**src/rtl/interrupt_controller.sv**
```systemverilog
// Eight-line rising-edge interrupt controller: synchronizers, pending/mask
// registers and a non-nesting IDLE/REQUEST/SERVICE handshake with the core.
module interrupt_controller #(
    parameter int SYNC_STAGES = 2
) (
    input  logic       clk_i,
    input  logic       rst_i,
    input  logic [7:0] irq_in_i,
    input  logic       mask_we_i,
    input  logic [7:0] mask_in_i,
    input  logic       irq_ack_i,
    input  logic       irq_eoi_i,
    output logic       irq_req_o,
    output logic [2:0] irq_id_o,
    output logic [7:0] pending_o,
    output logic [7:0] mask_o,
    output logic       busy_o
);

    typedef enum logic [1:0] {IDLE, REQUEST, SERVICE} state_e;

    state_e                        state_q, state_d;
    logic [SYNC_STAGES-1:0][7:0]   sync_q;
    logic [7:0]                    hist_q;
    logic [SYNC_STAGES:0]          arm_q;
    logic [7:0]                    pending_q, pending_d;
    logic [7:0]                    mask_q, mask_d;
    logic                          req_q, req_d;
    logic [2:0]                    id_q, id_d;
    logic [7:0]                    rise, elig, clr;
    logic [2:0]                    top_id;

    // arm_q tracks which pipeline stages hold samples taken after reset, so a
    // line held high through reset is never mistaken for a fresh edge.
    always_ff @(posedge clk_i or posedge rst_i) begin
        if (rst_i) begin
            sync_q <= '0;
            hist_q <= '0;
            arm_q  <= '0;
        end else begin
            sync_q <= {sync_q[SYNC_STAGES-2:0], irq_in_i};
            hist_q <= sync_q[SYNC_STAGES-1];
            arm_q  <= {arm_q[SYNC_STAGES-1:0], 1'b1};
        end
    end

    assign rise = sync_q[SYNC_STAGES-1] & ~hist_q & {8{arm_q[SYNC_STAGES]}};
    assign elig = pending_q & mask_q;

    always_comb begin
        top_id = '0;
        for (int i = 0; i < 8; i++)
            if (elig[i]) top_id = 3'(i);
    end

    always_ff @(posedge clk_i or posedge rst_i) begin
        if (rst_i) state_q <= IDLE;
        else       state_q <= state_d;
    end

    always_comb begin
        state_d = state_q;
        case (state_q)
            IDLE:    if (|elig) state_d = REQUEST;
            REQUEST: begin
                if (irq_ack_i)            state_d = SERVICE;
                else if (!mask_q[id_q])   state_d = IDLE;
            end
            SERVICE: if (irq_eoi_i) state_d = IDLE;
            default: state_d = IDLE;
        endcase
    end

    always_comb begin
        req_d = 1'b0;
        id_d  = id_q;
        clr   = '0;
        case (state_q)
            IDLE: if (|elig) begin
                req_d = 1'b1;
                id_d  = top_id;
            end
            REQUEST: begin
                if (irq_ack_i)          clr   = 8'(1) << id_q;
                else if (mask_q[id_q])  req_d = 1'b1;
            end
            default: ;
        endcase
    end

    // A new edge on a bit being acknowledged keeps that bit pending.
    assign pending_d = (pending_q & ~clr) | rise;
    assign mask_d    = mask_we_i ? mask_in_i : mask_q;

    always_ff @(posedge clk_i or posedge rst_i) begin
        if (rst_i) begin
            pending_q <= '0;
            mask_q    <= '0;
            req_q     <= 1'b0;
            id_q      <= '0;
        end else begin
            pending_q <= pending_d;
            mask_q    <= mask_d;
            req_q     <= req_d;
            id_q      <= id_d;
        end
    end

    assign irq_req_o = req_q;
    assign irq_id_o  = id_q;
    assign pending_o = pending_q;
    assign mask_o    = mask_q;
    assign busy_o    = (state_q == SERVICE);

endmodule

```
**config.mk**
```make
export PLATFORM = sky130hd
export DESIGN_NAME = interrupt_controller
export DESIGN_NICKNAME = d
export VERILOG_FILES = /design/src/rtl/interrupt_controller.sv
export SDC_FILE = /design/constraint.sdc
export NUM_CORES = 1
export LEC_CHECK = 0
export ABC_AREA = 1
export ABC_CLOCK_PERIOD_IN_PS = 1960
export BUFFER_PORTS_ARGS = -buffer_cell sky130_fd_sc_hd__buf_2
export CAP_MARGIN = 20
export CORE_MARGIN = 3
export CORE_UTILIZATION = 48
export DETAILED_ROUTE_END_ITERATION = 8
export PLACE_DENSITY = 0.81
export SYNTH_ARGS = -nofsm -noshare
export SYNTH_HDL_FRONTEND = slang
export SYNTH_SLANG_ARGS = --single-unit
```
**constraint.sdc**
```tcl
create_clock -name clk_i -period 1.96 [get_ports clk_i]
set_input_delay 0.392 -clock clk_i [delete_from_list [all_inputs] [get_ports clk_i]]
set_output_delay 0.392 -clock clk_i [all_outputs]
set_load 0.02 [all_outputs]
```
==> results.tsv, run 1 <==
stage	metric	value	unit
timing	min cycle time layout	1.51	ns
timing	RSZ-0062 raised after global routing	false	
timing	Tightest Pin Transition	0.581	ns
layout	layout cell share with drive strength beyond 1	35.1	%
critical_path	Slowest-stage cell, CP	dfrtp_1	
clock_network	clock tree buffer depth	2	
timing	final setup fails	0	
drt	total number of vias	1231	
floorplanning	die width	66.8	um
critical_path	WP data arrival	1.11	ns
critical_path	peak fanout along the critical path	9	
critical_path	crit-path max cell delay	0.57	ns
floorplanning	Die Height	66.8	um
timing	worst hold margin	0.182	ns
clock_network	post-CTS setup buffers	0	
timing	setup ws final	0.455	ns
clock_network	CTS Hold Buffers Added	0	
synth	FFs w/ async S/R, synth	100	%
drt	post-route ant nets	0	
synth	Top FF cell, synth	dfrtp_1	
placement	post-placement cell count	240	
job	max_cap viols	0	
synth	library cells used by synthesis	23	
layout	non-filler cells, final	248	
timing	endpoints failing hold	0	
synth	register area share after synthesis	69.0	%
synth	area leader, netlist	dfrtp_1	
drt	Residual DRC	0	
synth	Yosys top cell area share	69.0	%
placement	Post-DP HPWL	2350	um
timing	Final Max Slew Viols	0	
synth	Syn Area/Cell	11.5	um2
synth	#FFs+latches synth	49	
clock_network	Worst-path clk slew	0.09	ns
synth	Syn Inst Count	154	
min_path	WHS Path Cells	1	
synth	syn_nets	175	
power_and_ir_drop	peak supply drop	0.677	mV
clock_network	CTS root buffer	clkbuf_8	
clock_network	Num CTS Buffers	5	
critical_path	CP Cell Sequence	buf_2	
drt	WL final	3230	um
layout	Layout area overhead	20.1	%
timing	Slew HR	61.2	%
clock_network	Sink Count	49	
floorplanning	core area	0.00344	mm2
critical_path	reg2reg end	irq_req_o	
drt	WL per Instance	13.0	um
global_route	gr ovfl total	0	
placement	worst slack at placement	0.752	ns
critical_path	Worst Path Required	1.57	ns
critical_path	CP endpoint kind	output pin	
synth	synthesized area	0.00178	mm2
critical_path	reg-to-reg startpoint	irq_id_o[0]	
drt	drt via density	4.96	
critical_path	CP Buf/Inv Count	1	
min_path	worst hold start	irq_in_i[0]	
floorplanning	Die Area	0.00447	mm2
synth	Post-synth EDFFs	0	
clock_network	worst-skew pair later-pin latency	0.31	ns
status	status	complete, no violations	
power_and_ir_drop	static leakage	1.01	nW
floorplanning	Rows	21	
floorplanning	Initial Util	51.6	%
global_route	gr usage total	16.2	%
min_path	Hold Crit Class	input pin to flop	
drt	First DRT Iteration DRCs	77	
global_route	first-pass GRT wire length	5090	um
timing	final setup TNS	0	ns
timing	final worst path period share	76.8	%
layout	Inserted Diodes	0	
global_route	vias in the first global route	1141	
synth	yosys warns	0	
clock_network	htree depth	2	
global_route	initial antenna violation count	0	
global_route	largest net degree at the start of global routing	50	
synth	ranking of synthesized cells by area	dfrtp_1 (69%), nand2_1 (8.9%), mux2_2 (5.1%), nor2_1 (2.1%), nand3_1 (1.7%)	
placement	port bufs	41	
critical_path	Worst Setup Start Kind	flop	
layout	fin nets	222	
critical_path	Setup Crit Path Kind	flop to output pin	
placement	gp weighted congestion	0.977	
critical_path	Reg2Reg Depth	5	
floorplanning	number of I/O pins	42	
clock_network	post-cts sizing count	0	
clock_network	CTS tree	built	
critical_path	crit-path leading delay family	flip-flops	
timing	Fmax achieved	0.664	GHz
min_path	hold path endpoint	sync_q[0]	
timing	Final Skew	0.00443	ns
critical_path	FF-to-FF setup slack	0.69	ns
power_and_ir_drop	pwr dens	1340	mW/mm2
drt	Initial DRT Pass Iterations	4	
report_power, final:
group          switching [mW]  leakage [nW]  internal [mW]  total [mW]
Combinational           0.573         0.402          0.296       0.869
Clock                   0.332        0.0518          0.293       0.625
Sequential              0.181         0.555           1.18        1.36
cells in the final DEF, fill, tap and decap left out:
cell type | netlist | layout
inv_1 | 5 | 4
nor2_4 | 2 | 2
nand3_1 | 6 | 6
nand2_2 | 2 | 2
a31oi_1 | 1 | 1
nand3_2 | 1 | 1
nor3b_1 | 1 | 1
inv_6 | 0 | 1
buf_4 | 1 | 1
buf_2 | 1 | 41
o31ai_1 | 4 | 4
nor2_2 | 2 | 2
clkinv_4 | 0 | 1
nand2_4 | 1 | 1
nand4_1 | 2 | 2
nand2_1 | 42 | 42
o21ai_1 | 6 | 6
a21oi_2 | 1 | 1
o21ai_0 | 2 | 2
inv_2 | 3 | 4
dfrtp_1 | 49 | 49
clkbuf_8 | 0 | 6
mux2_2 | 8 | 8
nor2_1 | 10 | 10
a21oi_1 | 3 | 3
conb_1 | 1 | 1
registers in the layout, indices dropped and copies added (netlist names):
signal     count
arm_q          3
hist_q         8
irq_id_o       3
irq_req_o      1
mask_o         8
pending_o      8
state_q        2
sync_q        16
worst register-to-register path, cell delays in order (launching register included):
cell     delay, ns
dfrtp_1       0.57
nor2_2        0.12
a21oi_1       0.14
nand4_1       0.13
nand3_1       0.13
nand2_1       0.07
Yosys cell counts (3+ instances only):
cell type	instances
mux2_2	8
o21ai_1	6
o31ai_1	4
a21oi_1	3
inv_1	5
nand2_1	42
nand3_1	6
nor2_1	10
inv_2	3
dfrtp_1	49
routing by layer:
layer  up-vias  wire length (um)  global-route usage, %
li1        591                 -                      -
met1       578              1320                   19.3
met2        49              1540                   25.4
met3        13               273                   6.41
met4         0               101                   8.38
met5         -                 0                      0
cells by family after synthesis:
kind of cell / after synthesis / synth area share, %
and+or+nand+nor: 69 / 17.7
DFF: 49 / 69.0
AOI/OAI and AO/OA: 17 / 5.63
buffers and inverters: 10 / 2.39
muxes: 8 / 5.07
other: 1 / 0.211
cell type report:
| class | count | area, um2 |
|---|---|---|
| clock buffer | 6 | 82.6 |
| clock inverter | 2 | 17.5 |
| multi-input combinational | 95 | 508 |
| fill | 299 | 1310 |
| tap | 46 | 57.6 |
| inverter | 8 | 30.0 |
| sequential | 49 | 1230 |
| timing repair buffer | 42 | 213 |
worst max-delay path by stage:
stage                  endpoint  cells past startpoint        start
floorplan              arm_q[0]                      1        rst_i
global placement     state_q[0]                      5  irq_id_o[0]
detailed placement   state_q[0]                      5  irq_id_o[0]
CTS                 irq_id_o[0]                      1  irq_id_o[0]
global route        irq_id_o[0]                      1  irq_id_o[0]
finish              irq_id_o[0]                      1  irq_id_o[0]
metrics by stage:
stage	instance area [um2]	total power [mW]	utilization, %
2_1_floorplan	1780	1.97	-
3_3_place_gp	2030	2.22	59.1
3_5_place_dp	2030	2.25	59.1
4_1_cts	2130	2.89	62.0
5_1_grt	2130	3.04	62.0
6_report	2130	2.86	62.0
No activity file was read; power rests on OpenSTA's default activity.
==> inputs of run 2 (changes only) <==
--- a/config.mk
+++ b/config.mk
@@ -6,7 +6,7 @@
 export NUM_CORES = 1
 export LEC_CHECK = 0
 export ABC_AREA = 1
-export ABC_CLOCK_PERIOD_IN_PS = 1960
+export ABC_CLOCK_PERIOD_IN_PS = 1540
 export BUFFER_PORTS_ARGS = -buffer_cell sky130_fd_sc_hd__buf_2
 export CAP_MARGIN = 20
 export CORE_MARGIN = 3
==> constraint.sdc (replaced) <==
create_clock -name clk_i -period 1.54 [get_ports clk_i]
set_input_delay 0.308 -clock clk_i [delete_from_list [all_inputs] [get_ports clk_i]]
set_output_delay 0.308 -clock clk_i [all_outputs]
set_load 0.02 [all_outputs]
==> run 2 against run 1 <==
  * Hold slack got worse by 0.072 ns
  * Clock skew is 0.0014 ns higher
  * Combinational power is 25% higher
  * Cell area rose by 0.76%
  * Worst setup slack lost 0.34 ns
==> results.tsv, run 2 (synthesized netlist as in run 1, its figures left out) <==
stage	metric	value	unit	change
global_route	largest net degree at the start of global routing	33		-34%
layout	fin nets	223		+0.45%
clock_network	Num CTS Buffers	5		unchanged
drt	Residual DRC	0		unchanged
clock_network	clock tree buffer depth	2		unchanged
power_and_ir_drop	Total Power	3.59	mW	+25%
layout	commonest cells after routing, fill and taps aside	dfrtp_1 (49), nand2_1 (42), buf_2 (41)		
timing	Fmax achieved	0.704	GHz	
timing	endpoints failing hold	0		unchanged
timing	final setup fails	0		unchanged
timing	RSZ-0062 raised after global routing	false		
drt	Initial DRT Pass Iterations	4		unchanged
timing	final worst path period share	92.3	%	
timing	Final Max Slew Viols	0		unchanged
job	max_cap viols	0		unchanged
power_and_ir_drop	pwr dens	1670	mW/mm2	+25%
critical_path	Slowest-stage cell, CP	dfrtp_1		
clock_network	Worst-path clk slew	0.09	ns	about the same
global_route	initial antenna violation count	0		unchanged
clock_network	Sink Count	49		unchanged
placement	Post-DP HPWL	2460	um	+4.8%
critical_path	CP Buf/Inv Count	1		unchanged
layout	max reg flops	16		unchanged
floorplanning	Die Area	0.00447	mm2	unchanged
clock_network	post-CTS setup buffers	0		unchanged
drt	drt via density	4.80		-3.2%
floorplanning	Die Height	66.8	um	unchanged
layout	layout cell share with drive strength beyond 1	35.0	%	-0.17 points
status	status	complete, no violations		
floorplanning	core area	0.00344	mm2	unchanged
critical_path	Setup Crit Path Kind	flop to output pin		
placement	gp weighted congestion	0.944		-3.4%
layout	Layout area overhead	21.1	%	
power_and_ir_drop	static leakage	1.01	nW	+0.21%
critical_path	Worst Setup Start Kind	flop		
clock_network	htree depth	2		unchanged
global_route	first-pass GRT wire length	5160	um	+1.5%
critical_path	WP data arrival	1.11	ns	about the same
floorplanning	die width	66.8	um	unchanged
clock_network	CTS root buffer	clkbuf_8		
global_route	gr ovfl total	0		unchanged
critical_path	crit-path leading delay family	flip-flops		
placement	port bufs	41		unchanged
layout	commonest non-fill, non-tap cell in the layout	dfrtp_1		
timing	min cycle time layout	1.42	ns	
drt	post-route ant nets	0		unchanged
layout	Design Area, Final	0.00215	mm2	+0.76%
placement	Placed Area	0.00205	mm2	+0.61%
critical_path	CP Cell Sequence	buf_2		
drt	total number of vias	1196		-2.8%
floorplanning	Rows	21		unchanged
critical_path	crit-path max cell delay	0.57	ns	about the same
clock_network	worst-skew pair later-pin latency	0.30	ns	about the same
layout	Inserted Diodes	0		unchanged
floorplanning	number of I/O pins	42		unchanged
floorplanning	Initial Util	51.6	%	unchanged
critical_path	peak fanout along the critical path	9		unchanged
critical_path	Worst Path Required	1.23	ns	-0.34 ns
drt	WL per Instance	12.7	um	-2.5%
global_route	vias in the first global route	1215		+6.5%
timing	Final Skew	0.00579	ns	+0.00136 ns
clock_network	CTS tree	built		
drt	First DRT Iteration DRCs	56		-27%
timing	final setup TNS	0	ns	unchanged
power_and_ir_drop	peak supply drop	0.812	mV	+20%
min_path	Hold Crit Class	input pin to flop		
critical_path	CP endpoint kind	output pin		
layout	register name with the most flops	sync_q		
global_route	gr usage total	16.1	%	-0.17 points
drt	WL final	3160	um	-2.1%
[run 2: changes by cell type in the layout (fill, tap and decap cells not counted)]
cell           before  now
clkinv_4            1    0
dlygate4sd3_1       0    1
clkinvlp_4          0    1
buf_4               1    0
clkbuf_8            6    5
inv_6               1    2
buf_12              0    1
[run 2: layout make-up]
type                            count  area, um2
Fill cell                         288       1290
Sequential cell                    49       1230
Multi-Input combinational cell     95        508
Timing Repair Buffer               43        235
Clock buffer                        5       68.8
Tap cell                           46       57.6
Inverter                            8       30.0
Clock inverter                      3       25.0
[run 2: metal layers]
metal  wire [um]  vias to the layer above  global-route usage [%]
li1            -                      592                       -
met1        1400                      556                    18.7
met2        1460                       40                    26.7
met3         224                        8                    5.40
met4          70                        0                    7.36
met5           0                        -                       0
[run 2: metrics by stage]
step,hold slack [ns],cells,setup slack (ns),util [%]
CTS,0.0914,249,0.108,62.5
detailed placement,0.315,240,0.300,59.5
finish,0.110,249,0.119,62.5
global route,0.0860,249,0.0650,62.5
global placement,0.309,240,0.278,59.5
floorplan,0.331,154,0.0592,-
[run 2: repair_timing]
item	in CTS	in global routing
endpoints found under the hold margin	17	0
gates resized for setup	0	0
hold buffers	1	0
[run 2: final timing paths]
path	startpoint	slack, ns	cells after the start	to
setup / recovery	irq_id_o[0]	0.12	1	irq_id_o[0]
hold / removal	irq_in_i[4]	0.11	1	sync_q[4]
setup reg to reg	irq_id_o[0]	0.29	5	state_q[0]
hold reg to reg	sync_q[6]	0.35	0	sync_q[14]
max in group asynchronous	rst_i	0.53	4	mask_o[0]
min in group asynchronous	rst_i	0.53	3	mask_o[6]
[run 2: power breakdown]
group | internal [mW] | switching (mW)
Combinational | 0.381 | 0.713
Sequential | 1.50 | 0.231
Clock | 0.331 | 0.425
Total | 2.22 | 1.37
==> inputs of run 3 (changes only) <==
--- a/config.mk
+++ b/config.mk
@@ -13,6 +13,7 @@
 export CORE_UTILIZATION = 48
 export DETAILED_ROUTE_END_ITERATION = 8
 export PLACE_DENSITY = 0.81
+export SETUP_SLACK_MARGIN = 0.2
 export SYNTH_ARGS = -nofsm -noshare
 export SYNTH_HDL_FRONTEND = slang
 export SYNTH_SLANG_ARGS = --single-unit
==> run 3 against run 2 <==
  * Wire length is 5.7% higher
  * Largest cell class unchanged
  * Via count is 2.6% higher
  * Clock power is 6.1% higher
  * Clock-buffer cell count is 1 higher
  * Non-clock buffer count is 4 higher
  * Utilization is 1.9 points higher
  * Fmax is 8.4% higher
  * Flip-flop and latch count stayed put
  * Cell area is 3.0% higher
  * Worst setup slack better by 0.11 ns
  * Clock skew is 0.0015 ns lower
==> results.tsv, run 3 (synthesized netlist as in run 1, its figures left out) <==
stage	metric	value	unit	change
drt	met2 wire len	1540	um	+5.1%
min_path	Hold Crit Class	input pin to flop		
timing	endpoints failing hold	0		unchanged
timing	final worst path period share	85.1	%	-7.2 points
layout	max reg flops	16		unchanged
critical_path	CP endpoint kind	output pin		
critical_path	Worst Path Required	1.23	ns	about the same
clock_network	Sink Count	49		unchanged
critical_path	WP data arrival	1.00	ns	-0.11 ns
floorplanning	Die Height	66.8	um	unchanged
drt	First DRT Iteration DRCs	58		+3.6%
global_route	gr ovfl total	0		unchanged
drt	Initial DRT Pass Iterations	4		unchanged
drt	drt via density	4.85		+0.97%
clock_network	CTS tree	built		
layout	commonest cells after routing, fill and taps aside	dfrtp_1 (46), nand2_1 (42), buf_2 (40)		
critical_path	Slowest-stage cell, CP	dfrtp_2		
clock_network	CTS root buffer	clkbuf_8		
timing	Fmax achieved	0.763	GHz	+8.4%
critical_path	peak fanout along the critical path	5		-4
drt	WL per Instance	13.2	um	+4.1%
placement	worst slack at placement	0.293	ns	-0.00670 ns
power_and_ir_drop	Net Sw Power	1.42	mW	+3.8%
layout	commonest non-fill, non-tap cell in the layout	dfrtp_1		
power_and_ir_drop	Seq pwr share	45.3	%	-3.1 points
drt	met1 wire length	1440	um	+2.7%
timing	Final Max Slew Viols	0		unchanged
placement	Post-DP HPWL	2450	um	-0.50%
clock_network	Num CTS Buffers	5		unchanged
clock_network	clock tree buffer depth	2		unchanged
power_and_ir_drop	peak supply drop	0.845	mV	+4.1%
critical_path	Worst Setup Start Kind	flop		
layout	fin nets	227		+1.8%
timing	Final Skew	0.00428	ns	-0.00151 ns
drt	post-route ant nets	0		unchanged
placement	port bufs	41		unchanged
power_and_ir_drop	Total Power	3.79	mW	+5.8%
global_route	gr usage total	17.0	%	+0.91 points
critical_path	Setup Crit Path Kind	flop to output pin		
floorplanning	die width	66.8	um	unchanged
timing	RSZ-0062 raised after global routing	true		
clock_network	worst-skew pair later-pin latency	0.31	ns	about the same
timing	min cycle time layout	1.31	ns	-0.110 ns
critical_path	crit-path max cell delay	0.45	ns	-0.12 ns
drt	WL met3	266	um	+19%
layout	layout cell share with drive strength beyond 1	38.2	%	+3.2 points
global_route	largest net degree at the start of global routing	33		unchanged
power_and_ir_drop	clock network fraction of total power	21.2	%	about the same
drt	total number of vias	1227		+2.6%
clock_network	htree depth	2		unchanged
drt	Residual DRC	0		unchanged
power_and_ir_drop	pwr dens	1710	mW/mm2	+2.7%
placement	gp weighted congestion	0.998		+5.7%
floorplanning	Die Area	0.00447	mm2	unchanged
timing	setup ws final	0.229	ns	+0.110 ns
power_and_ir_drop	Internal	2.37	mW	+7.0%
power_and_ir_drop	static leakage	1.03	nW	+2.4%
placement	Placed Area	0.00205	mm2	+0.18%
floorplanning	core area	0.00344	mm2	unchanged
layout	Inserted Diodes	0		unchanged
layout	register name with the most flops	sync_q		
floorplanning	number of I/O pins	42		unchanged
floorplanning	Rows	21		unchanged
timing	final setup TNS	0	ns	unchanged
timing	final setup fails	0		unchanged
power_and_ir_drop	switching share of power	37.5	%	-0.71 points
critical_path	CP Cell Sequence	nor2_2 > buf_6		
layout	Design Area, Final	0.00222	mm2	+3.0%
drt	Max Used Layer	met4		
drt	WL final	3340	um	+5.7%
job	max_cap viols	0		unchanged
global_route	initial antenna violation count	0		unchanged
power_and_ir_drop	Logic pwr share	33.5	%	+3.0 points
global_route	vias in the first global route	1197		-1.5%
clock_network	Worst-path clk slew	0.09	ns	about the same
global_route	first-pass GRT wire length	5400	um	+4.7%
status	status	complete, no violations		
layout	Layout area overhead	24.7	%	
floorplanning	Initial Util	51.6	%	unchanged
-- run 3: timing repair --
action	CTS	global route
pin swaps	0	0
hold buffers	1	0
gates cloned	0	0
gates resized for setup	2	4
buffers inserted	0	4
endpoints found under the hold margin	8	0
setup endpoints to repair	2	3
-- run 3: final cells by class --
class	instances	area (um2)
Sequential cell	49	1230
Fill cell	280	1230
Multi-Input combinational cell	95	510
Timing Repair Buffer	47	284
Clock buffer	6	82.6
Tap cell	46	57.6
Inverter	8	33.8
Clock inverter	2	17.5
-- run 3: per-stage QoR --
stage / instances / hold WS, ns / util (%)
5_1_grt: 253 / 0.0786 / 64.4
3_5_place_dp: 240 / 0.331 / 59.6
6_report: 253 / 0.101 / 64.4
2_1_floorplan: 154 / 0.331 / -
3_3_place_gp: 240 / 0.322 / 59.6
4_1_cts: 249 / 0.0944 / 62.8
-- run 3: power by group through the flow --
stage	Clock (mW)	Sequential (mW)	Combinational, mW
after floorplan	0	1.88	0.621
after global placement	0	1.76	1.09
after detailed placement	0	1.76	1.11
after CTS	0.826	1.75	1.12
after global routing	0.887	1.75	1.40
final	0.802	1.72	1.27
-- run 3: path summary, 6_finish.rpt --
kind,startpoint,end,slack (ns),depth (start not counted)
max in group asynchronous,rst_i,hist_q[2],0.54,4
worst min register to register,sync_q[2],sync_q[10],0.35,0
min in group asynchronous,rst_i,sync_q[6],0.53,3
worst min-delay path,irq_in_i[3],sync_q[3],0.10,1
worst max register to register,irq_id_o[0],irq_req_o,0.34,6
worst max-delay path,state_q[0],busy_o,0.23,2
-- run 3: routing by layer --
layer  up-vias  GRT usage (%)
li1        600              -
met1       575           20.4
met2        43           26.1
met3         9           7.42
met4         0           7.87
met5         -              0
-- run 3: critical path: cells and delay by family, from the launching register on --
kind / cells / cell delay [ns]
buf+inv: 1 / 0.12
simple gates: 1 / 0.13
flops: 1 / 0.45
